## config.mk

```make
export PLATFORM = sky130hd
export DESIGN_NAME = and4_pattern_tester
export DESIGN_NICKNAME = d
export VERILOG_FILES = /design/src/rtl/and4_pattern_tester.sv
export SDC_FILE = /design/constraint.sdc
export NUM_CORES = 1
export LEC_CHECK = 0
export ABC_AREA = 1
export CAP_MARGIN = 20
export CORE_ASPECT_RATIO = 0.9
export CORE_UTILIZATION = 58
export CTS_CLUSTER_SIZE = 28
export DETAILED_ROUTE_END_ITERATION = 12
export HOLD_SLACK_MARGIN = 0.12
export PLACE_DENSITY = 0.91
export RECOVER_POWER = 25
export SLEW_MARGIN = 10
export SYNTH_ARGS = -nofsm -noshare
export SYNTH_HDL_FRONTEND = slang
export SYNTH_SLANG_ARGS = --single-unit
```

## constraint.sdc

```tcl
create_clock -name io_in -period 2.9 [get_ports io_in]
set_clock_uncertainty 0.05 [all_clocks]
set_input_delay 0.435 -clock io_in [delete_from_list [all_inputs] [get_ports io_in]]
set_output_delay 0.435 -clock io_in [all_outputs]
set_load 0.1 [all_outputs]
```

## src/rtl/and4_pattern_tester.sv

```systemverilog
// Purpose: walks a 4-bit pattern 0..F into an AND tile, checks its 1-bit response, counts mismatches.
// Latency: start edge to first pattern is 3 edges; each pattern is held SETTLE_CYCLES+1 cycles.
// Backpressure: none; the sequence is free-running and never waits on the tile.
module and4_pattern_tester #(
  parameter int SETTLE_CYCLES = 3
) (
  input  logic [7:0] io_in,
  output logic [7:0] io_out
);

  localparam logic [1:0] ST_IDLE  = 2'd0;
  localparam logic [1:0] ST_DRIVE = 2'd1;
  localparam logic [1:0] ST_DONE  = 2'd2;

  localparam logic [3:0] SETTLE  = SETTLE_CYCLES[3:0];
  localparam logic [4:0] ERR_MAX = 5'd16;

  // Pin breakout
  logic clk;
  logic rst;
  logic resp_raw;
  logic start_raw;
  logic pol_in;
  logic view_in;
  logic abort_raw;
  logic unused_in;

  assign clk       = io_in[0];
  assign rst       = io_in[1];
  assign resp_raw  = io_in[2];
  assign start_raw = io_in[3];
  assign pol_in    = io_in[4];
  assign view_in   = io_in[5];
  assign unused_in = io_in[6];
  assign abort_raw = io_in[7];

  // Synchronizers and registered view select
  logic [1:0] start_sync;
  logic [1:0] abort_sync;
  logic [1:0] resp_sync;
  logic       start_dly;
  logic       view_q;

  // Core state
  logic [1:0] state;
  logic [3:0] pattern;
  logic [3:0] hold;
  logic [4:0] err_cnt;
  logic       pol;

  // Derived controls
  logic start_edge;
  logic abort_s;
  logic resp_s;
  logic compare;
  logic exp_bit;
  logic mismatch;
  logic busy;
  logic done;
  logic pass;
  logic fail;
  logic [3:0] cnt_view;
  logic [3:0] status_view;

  // Two-flop synchronizers for async pins; start_dly feeds the rising-edge detect.
  // The view select is registered so no pin reaches io_out combinationally.
  always_ff @(posedge clk or posedge rst) begin
    if (rst) begin
      start_sync <= 2'b00;
      abort_sync <= 2'b00;
      resp_sync  <= 2'b00;
      start_dly  <= 1'b0;
      view_q     <= 1'b0;
    end else begin
      start_sync <= {start_sync[0], start_raw};
      abort_sync <= {abort_sync[0], abort_raw};
      resp_sync  <= {resp_sync[0], resp_raw};
      start_dly  <= start_sync[1];
      view_q     <= view_in;
    end
  end

  assign start_edge = start_sync[1] & ~start_dly;
  assign abort_s    = abort_sync[1];
  assign resp_s     = resp_sync[1];

  // A response is judged on the last cycle of each pattern's hold window.
  assign compare  = (state == ST_DRIVE) && (hold == SETTLE);
  assign exp_bit  = (pattern == 4'hF) ^ pol;
  assign mismatch = compare && (resp_s != exp_bit);

  // Sequencer: IDLE/DONE park the pattern at 0, DRIVE steps it once per hold window.
  // Abort wins over everything, including a start edge in the same cycle.
  always_ff @(posedge clk or posedge rst) begin
    if (rst) begin
      state   <= ST_IDLE;
      pattern <= 4'h0;
      hold    <= 4'h0;
    end else if (abort_s) begin
      state   <= ST_IDLE;
      pattern <= 4'h0;
      hold    <= 4'h0;
    end else begin
      case (state)
        ST_IDLE, ST_DONE: begin
          pattern <= 4'h0;
          hold    <= 4'h0;
          if (start_edge) begin
            state <= ST_DRIVE;
          end
        end
        ST_DRIVE: begin
          if (compare) begin
            hold <= 4'h0;
            if (pattern == 4'hF) begin
              state <= ST_DONE;
            end else begin
              pattern <= pattern + 4'h1;
            end
          end else begin
            hold <= hold + 4'h1;
          end
        end
        default: begin
          state   <= ST_IDLE;
          pattern <= 4'h0;
          hold    <= 4'h0;
        end
      endcase
    end
  end

  // Error counter saturates at 16; polarity is captured only when a run is launched.
  always_ff @(posedge clk or posedge rst) begin
    if (rst) begin
      err_cnt <= 5'd0;
      pol     <= 1'b0;
    end else if (abort_s) begin
      err_cnt <= 5'd0;
    end else if (start_edge && (state != ST_DRIVE)) begin
      err_cnt <= 5'd0;
      pol     <= pol_in;
    end else if (mismatch && (err_cnt != ERR_MAX)) begin
      err_cnt <= err_cnt + 5'd1;
    end
  end

  // Status decode is purely from registered state.
  assign busy = (state == ST_DRIVE);
  assign done = (state == ST_DONE);
  assign pass = done && (err_cnt == 5'd0);
  assign fail = done && (err_cnt != 5'd0);

  assign cnt_view    = (err_cnt > 5'd15) ? 4'hF : err_cnt[3:0];
  assign status_view = {fail, pass, done, busy};

  assign io_out = {(view_q ? cnt_view : status_view), pattern};

endmodule

```

### Yosys cells after proc, flatten, opt, wreduce, memory -nomap -nowiden

Index checks and enable logic that the tools add are counted.

* flip-flop bits (word level): 24
* bits of input ports: 8
* output and inout bits: 8
* logic and storage cells: 60

* add/subtract/negate cells: 3
* order comparisons: 1
* equality and inequality tests: 11
* multiplexer cells: 17
* bitwise logic cells: 4
* reduce and logical (&&, ||, !) cells: 14

Operators with widths (number)
* $mux 4: 9
* $mux 5: 3
* $ne 3x3->1 const B: 3
* $add 4x1->4 const B: 2
* $mux 2: 4
* $logic_and 1x1->1: 6
* $add 5x1->5 const B: 1
* $gt 5x4->1 const B: 1
* $logic_not 5->1: 1
* $ne 5x5->1 const B: 1
* $reduce_bool 5->1: 1
* $eq 4x2->1 const B: 1
* $eq 4x4->1 const B: 1
* $pmux 2 s2: 1
* $reduce_and 2->1: 2
* $ne 3x2->1 const B: 1
* $reduce_and 3->1: 1
* $reduce_bool 3->1: 1
* $eq 2x1->1 const B: 1
* $eq 2x2->1 const B: 1
* $logic_not 2->1: 1
* $ne 2x1->1 const B: 1
* $not 1->1: 2
* $reduce_or 2->1: 1
* other kinds (3): 3

### Depth between registers and ports, before layout

Gate-level depths: netlist of run 1.

* depth in word-level cells: 8
* depth in mapped cells: 10
* depth with buffers taken out: 10

### Least setup slack after synthesis of run 1

Ideal clock, no wire load.

* kind: reg2out
* from: register err_cnt[0]
* to: output port io_out[6]
* data arrival time: 1.834 ns
* required time: 2.415 ns
* setup slack: 0.581 ns
* stages on the path, launching flop included: 8
* path buffers: 0
* path through: dfrtp_1 -> ha_1 -> nand2_1 -> nor2_1 -> ha_1 -> a21oi_1 -> o21ai_0 -> nand2_1

* longest elaborated chain between the ends: 3
* elaborated cells between the ends (all ways): 5
* those cells by class: order compare: 1; mux: 2; reduce/logical: 2

Ends and longest elaborated chain
* start, declared: line 48 `logic [4:0] err_cnt;`
* start signal, assigned: line 144 `err_cnt <= err_cnt + 5'd1;`
* $gt 5x4->1 / $logic_not 5->1 (equally long branches): line 154, 151
* $mux 4 / $logic_and 1x1->1 (equally long branches): line 154, 151
* $mux 4 *: line 157 `assign io_out = {(view_q ? cnt_view : status_view), pattern};`
* end, declared: line 8 `output logic [7:0] io_out`

Every way passes the cells marked *; elsewhere a longest branch is shown, timed or not.

### Worst setup path after layout of run 1

* from: register err_cnt[0]
* to: output port io_out[5]

* longest elaborated chain between the ends: 3

Ends and longest elaborated chain
* $gt 5x4->1: line 154 `assign cnt_view = (err_cnt > 5'd15) ? 4'hF : err_cnt[3:0];`
* $mux 4: line 154
* $mux 4: line 157

Every way passes these cells.

==> flow_metrics.tcl, run 1 <==
set metrics [dict create \
    grt_util_all_layers_pct 29.3 \
    yosysUniqueCellTypes 23 \
    status "complete, but fails checks" \
    wl_met3_microns 302 \
    cp.arrival_ps 1960 \
    drive_gt1_share_pct 14.3 \
    slew_headroom_pct 62.6 \
    wl_per_cell_microns 13.5 \
    grt_pass1_vias 1225 \
    ios 16 \
    maxCapViolations 0 \
    ys_async_sr_fraction_pct 100 \
    pre_cts_ws_ps 839 \
    num-nets-final 203 \
    start_kind "register" \
    rows 15 \
    rsz0062_at_grt "false" \
    worstSetupPathType "register to output port" \
    avgViaCountPerCell 5.60 \
    coreArea_sq_um 1970 \
    synth.largest_area_cell "dfrtp_1" \
    grt_overflow 0 \
    ant_nets 0 \
    hold_depth 0 \
    top_layer_used "met4" \
    finalMaxSlewViolations 0 \
    antenna_found_initial 0 \
    cts_hold_buf 0 \
    antenna_cells 0 \
    die_area_sq_um 2360 \
    synth_common_cells "nand2_1, dfrtp_1, inv_1, nor2_1, nand3_1" \
    syn_avg_cell_area_sq_um 8.26 \
    synth_top_flop_cell "dfrtp_1" \
    synth_top_cell_area_share_pct 47.8 \
    grt_pass1_wl_mm 4.74 \
    max_freq_mhz 409 \
    powerDensity_nw_per_um2 530 \
    min_period_ps 2450 \
    synth_most_common_cell "nand2_1" \
    cts_tree "built" \
    numPortBuffers 8 \
    routed_wl_mm 2.89 \
    hold_violations 5 \
    vdd_drop_max_v 0.000514 \
    die_x_microns 51.1 \
    start_util_pct 63.7 \
    reg2reg_depth 7 \
    setup_ws_ps 455 \
    synth_edf_count 0 \
    cts_post_setup_buffers_inserted 0 \
    drtIter0Drc 29 \
    cp_max_fo 6 \
    wl_met2_mm 1.35 \
    leakage_nw 0.696 \
    fin_crit_sh_pct 84.3 \
    yosys_register_bits 24 \
    die_y_microns 46.2 \
    required_ps 2410 \
    clk_latency_ps 300 \
    gp_congestion 0.882 \
    violations "hold timing" \
    synth_area_sq_um 1260 \
    synth_nets 165 \
    hold_class "clock port to register" \
    vias 1199 \
    grt_max_degree 14 \
    ys_warn_count 0 \
    hpwl_mm 1.73 \
    dr.pass1.iters 5 \
    holdWs_ps -339 \
    synth-seq-area-share_pct 47.8 \
    remaining_drc_errors 0 \
    met1_length_mm 1.07 \
    finalSetupTns_ps 0 \
    ctsResizeCount 0 \
    yosys-top-cells-area "dfrtp_1, nand2_1, inv_1" \
    end_kind "output port" \
    syn_to_final_growth_pct 20.3 \
    path_clk_slew_ps 120 \
    worst-slew-pin-transition_ps 560 \
    setup_viol 0 \
    syn_inst 152 \
]
final timing paths:
kind	start	to	slack [ps]
worst min register to register	abort_sync[0]	abort_sync[1]	310
worst max-delay path	err_cnt[0]	io_out[5]	450
worst max register to register	state[1]	state[0]	1200
worst min-delay path	io_in[2]	resp_sync[0]	-340
min in group asynchronous	io_in[1]	pattern[2]	1140
max in group asynchronous	io_in[1]	err_cnt[0]	1410
logic make-up after synthesis:
group	after synthesis	synth area share, %
buffers and inverters	22	6.67
and+or+nand+nor	84	32.8
xor gates and xnor gates	2	1.39
DFF	24	47.8
adders and majority gates	5	4.98
AOI/OAI and AO/OA	15	6.37
critical path: stages (launching register included):
cell and delay, ps:
dfrtp_1 460, ha_1 240, nand2_1 80, nor2_1 50
ha_1 170, a21oi_1 230, o21ai_0 130, nand2_1 120
buf_12 180
cells in the final DEF, fill, tap and decap left out, types with 3 or more instances in the layout:
cell,n
nor2_4,4
nor3_1,3
nand3_1,11
dfrtp_1,24
nand2_1,38
buf_4,4
ha_1,5
buf_12,4
a21oi_1,6
nor2_2,3
inv_2,3
clkbuf_4,4
inv_1,41
o21ai_0,5
o21ai_1,3
nor2_1,18
flip-flops by register name, indices dropped and copies added, names as in the netlist:
signal / count
pattern: 4
err_cnt: 5
hold: 4
pol: 1
start_sync: 2
start_dly: 1
abort_sync: 2
state: 2
resp_sync: 2
view_q: 1
metal layers:
layer  global-route usage (%)  vias to the layer above
met3                     16.8                       23
met5                        0                        -
li1                         -                      558
met1                     27.5                      534
met4                     29.4                        0
met2                     44.7                       84
final cells by class:
type                       instances  area (sq um)
sequential                        24           601
multi-input combinational        106           562
fill                             136           459
timing repair buffer               8           110
clock inverter                    25          95.1
inverter                          20          75.1
clock buffer                       6          37.5
tap                               25          31.3
per-stage QoR:
| stage | area [sq um] | total power (W) | hold WS [ps] | utilization [%] | cells |
|---|---|---|---|---|---|
| floorplan | 1260 | 0.000458 | -18.6 | - | 152 |
| global placement | 1390 | 0.000458 | -18.6 | 70.7 | 184 |
| detailed placement | 1390 | 0.000458 | -18.6 | 70.7 | 184 |
| CTS | 1530 | 0.000843 | -344 | 77.6 | 214 |
| global route | 1510 | 0.000895 | -347 | 76.7 | 214 |
| finish | 1510 | 0.000801 | -339 | 76.7 | 214 |
report_power, final:
group	switching (W)	leakage (nW)	internal, W	total [W]
registers	0	0.337	0.000337	0.000337
logic	0	0.207	0	0.000000000207
clock network	0.000332	0.152	0.000132	0.000464
Note: power is estimated with default switching activity, not from simulation.
==> inputs of run 2 (changes only) <==
--- a/config.mk
+++ b/config.mk
@@ -8,11 +8,11 @@
 export ABC_AREA = 1
 export CAP_MARGIN = 20
 export CORE_ASPECT_RATIO = 0.9
-export CORE_UTILIZATION = 58
+export CORE_UTILIZATION = 53
 export CTS_CLUSTER_SIZE = 28
 export DETAILED_ROUTE_END_ITERATION = 12
 export HOLD_SLACK_MARGIN = 0.12
-export PLACE_DENSITY = 0.91
+export PLACE_DENSITY = 0.85
 export RECOVER_POWER = 25
 export SLEW_MARGIN = 10
 export SYNTH_ARGS = -nofsm -noshare
==> constraint.sdc (replaced) <==
create_clock -name io_in -period 2.4 [get_ports io_in]
set_clock_uncertainty 0.05 [all_clocks]
set_input_delay 0.36 -clock io_in [delete_from_list [all_inputs] [get_ports io_in]]
set_output_delay 0.36 -clock io_in [all_outputs]
set_load 0.1 [all_outputs]
==> flow_metrics.tcl, run 2 (synthesized netlist as in run 1, its figures left out) <==
set metrics [dict create \
    status "complete, but fails checks" \
    violations "hold timing" \
    setup_viol 0 \
    finalMaxSlewViolations 0 \
    grt_util_all_layers_pct 25.8 \
    slew_headroom_pct 65.0 \
    die_area_sq_um 2570 \
    cts_hold_buf 0 \
    hpwl_mm 1.84 \
    start_kind "register" \
    syn_to_final_growth_pct 25.0 \
    gp_congestion 0.829 \
    rsz0062_at_grt "false" \
    grt_max_degree 14 \
    grt_overflow 0 \
    coreArea_sq_um 2200 \
    regArea_sq_um 603 \
    drive_gt1_share_pct 18.8 \
    final_common_cell "inv_1" \
    ant_nets 0 \
    die_x_microns 53.3 \
    fin_crit_sh_pct 95.6 \
    leakage_nw 0.721 \
    cp.arrival_ps 1880 \
    worst-slew-pin-transition_ps 525 \
    cp_max_fo 4 \
    max_freq_mhz 436 \
    num-fill-cells 171 \
    avgViaCountPerCell 5.19 \
    regMostFlops "err_cnt" \
    remaining_drc_errors 0 \
    cts_tree "built" \
    required_ps 1990 \
    rows 16 \
    multi_input_area_sq_um 583 \
    hold_class "clock port to register" \
    min_period_ps 2290 \
    grt_pass1_wl_mm 4.45 \
    ios 16 \
    largest_reg_flops 5 \
    end_kind "output port" \
    start_util_pct 57.0 \
    grt_pass1_vias 1137 \
    numPortBuffers 8 \
    powerDensity_nw_per_um2 642 \
    pre_cts_ws_ps 331 \
    wl_per_cell_microns 12.7 \
    die_y_microns 48.2 \
    clk_latency_ps 310 \
    finalSetupTns_ps 0 \
    antenna_cells 0 \
    reg.largest.list "err_cnt x5, hold x4, pattern x4" \
    maxCapViolations 0 \
    routed_wl_mm 2.79 \
    antenna_found_initial 0 \
    num-nets-final 205 \
    drtIter0Drc 44 \
    setup_ws_ps 105 \
    layout_common_cells "inv_1, nand2_1, dfrtp_1" \
    holdWs_ps -343 \
    path_clk_slew_ps 120 \
    vias 1136 \
    vdd_drop_max_v 0.000452 \
    hold_violations 5 \
    dr.pass1.iters 4 \
    worstSetupPathType "register to output port" \
]
-- run 2: cell types whose count changed in the layout (fill, tap and decap cells not counted), moves of 2 or more --
cell and delta:
o21ai_0 -3, dfrtp_1 -2, dfrtp_2 +2, o21ai_1 +3, buf_4 +2
-- run 2: layout make-up --
type,count,area share (%)
Clock buffer,7,3.51
Clock inverter,25,6.06
Inverter,20,4.78
Multi-Input combinational cell,106,37.1
Sequential cell,24,38.4
Tap cell,27,2.15
Timing Repair Buffer,10,7.97
-- run 2: final timing paths --
kind	start	endpoint	slack, ps	cells past startpoint
min in group asynchronous	io_in[1]	pattern[0]	900	3
max in group asynchronous	io_in[1]	err_cnt[1]	1180	3
max reg2reg	err_cnt[0]	err_cnt[2]	760	10
min reg2reg	start_sync[0]	start_sync[1]	310	0
min	io_in[5]	view_q	-340	0
max	err_cnt[1]	io_out[7]	110	8
-- run 2: worst max-delay path: stages (launching register included) --
cell and delay, ps:
dfrtp_2 440, ha_1 200, nand2_1 90, nor2_1 50
ha_1 210, a21oi_4 170, o21ai_1 100, nand2_1 140
buf_12 180
-- run 2: what timing repair did --
action | CTS | global route
buffers inserted | 0 | 2
setup endpoints to repair | 1 | 4
pin swaps | 0 | 3
resized for setup | 1 | 6
-- run 2: report_power, final --
part | internal [W] | switching, W
clock | 0.000205 | 0.000397
sequential | 0.000407 | 0
combinational | 0 | 0
total | 0.000612 | 0.000397
-- run 2: per-layer routing --
layer | track usage (%) | vias up | share of wire, %
li1 | - | 562 | -
met1 | 24.9 | 512 | 41
met2 | 40.0 | 54 | 50
met3 | 15.6 | 8 | 7.6
met4 | 22.1 | 0 | 1.8
met5 | 0 | - | 0
-- run 2: stage by stage --
stage / hold WS (ps) / area, sq um / utilization, % / power [W] / std cells
after global routing: -363 / 1570 / 71.3 / 0.00112 / 219
after floorplan: -18.6 / 1260 / - / 0.000553 / 152
after global placement: -18.6 / 1400 / 63.4 / 0.000553 / 186
after detailed placement: -18.6 / 1400 / 63.4 / 0.000553 / 186
final: -343 / 1570 / 71.3 / 0.00101 / 219
after CTS: -348 / 1550 / 70.3 / 0.00105 / 217
==> inputs of run 3 (changes only) <==
--- a/config.mk
+++ b/config.mk
@@ -18,3 +18,4 @@
 export SYNTH_ARGS = -nofsm -noshare
 export SYNTH_HDL_FRONTEND = slang
 export SYNTH_SLANG_ARGS = --single-unit
+export TNS_END_PERCENT = 10
==> results of run 3 <==
No change in the layout: final DEF, timing and power equal those of run 2.
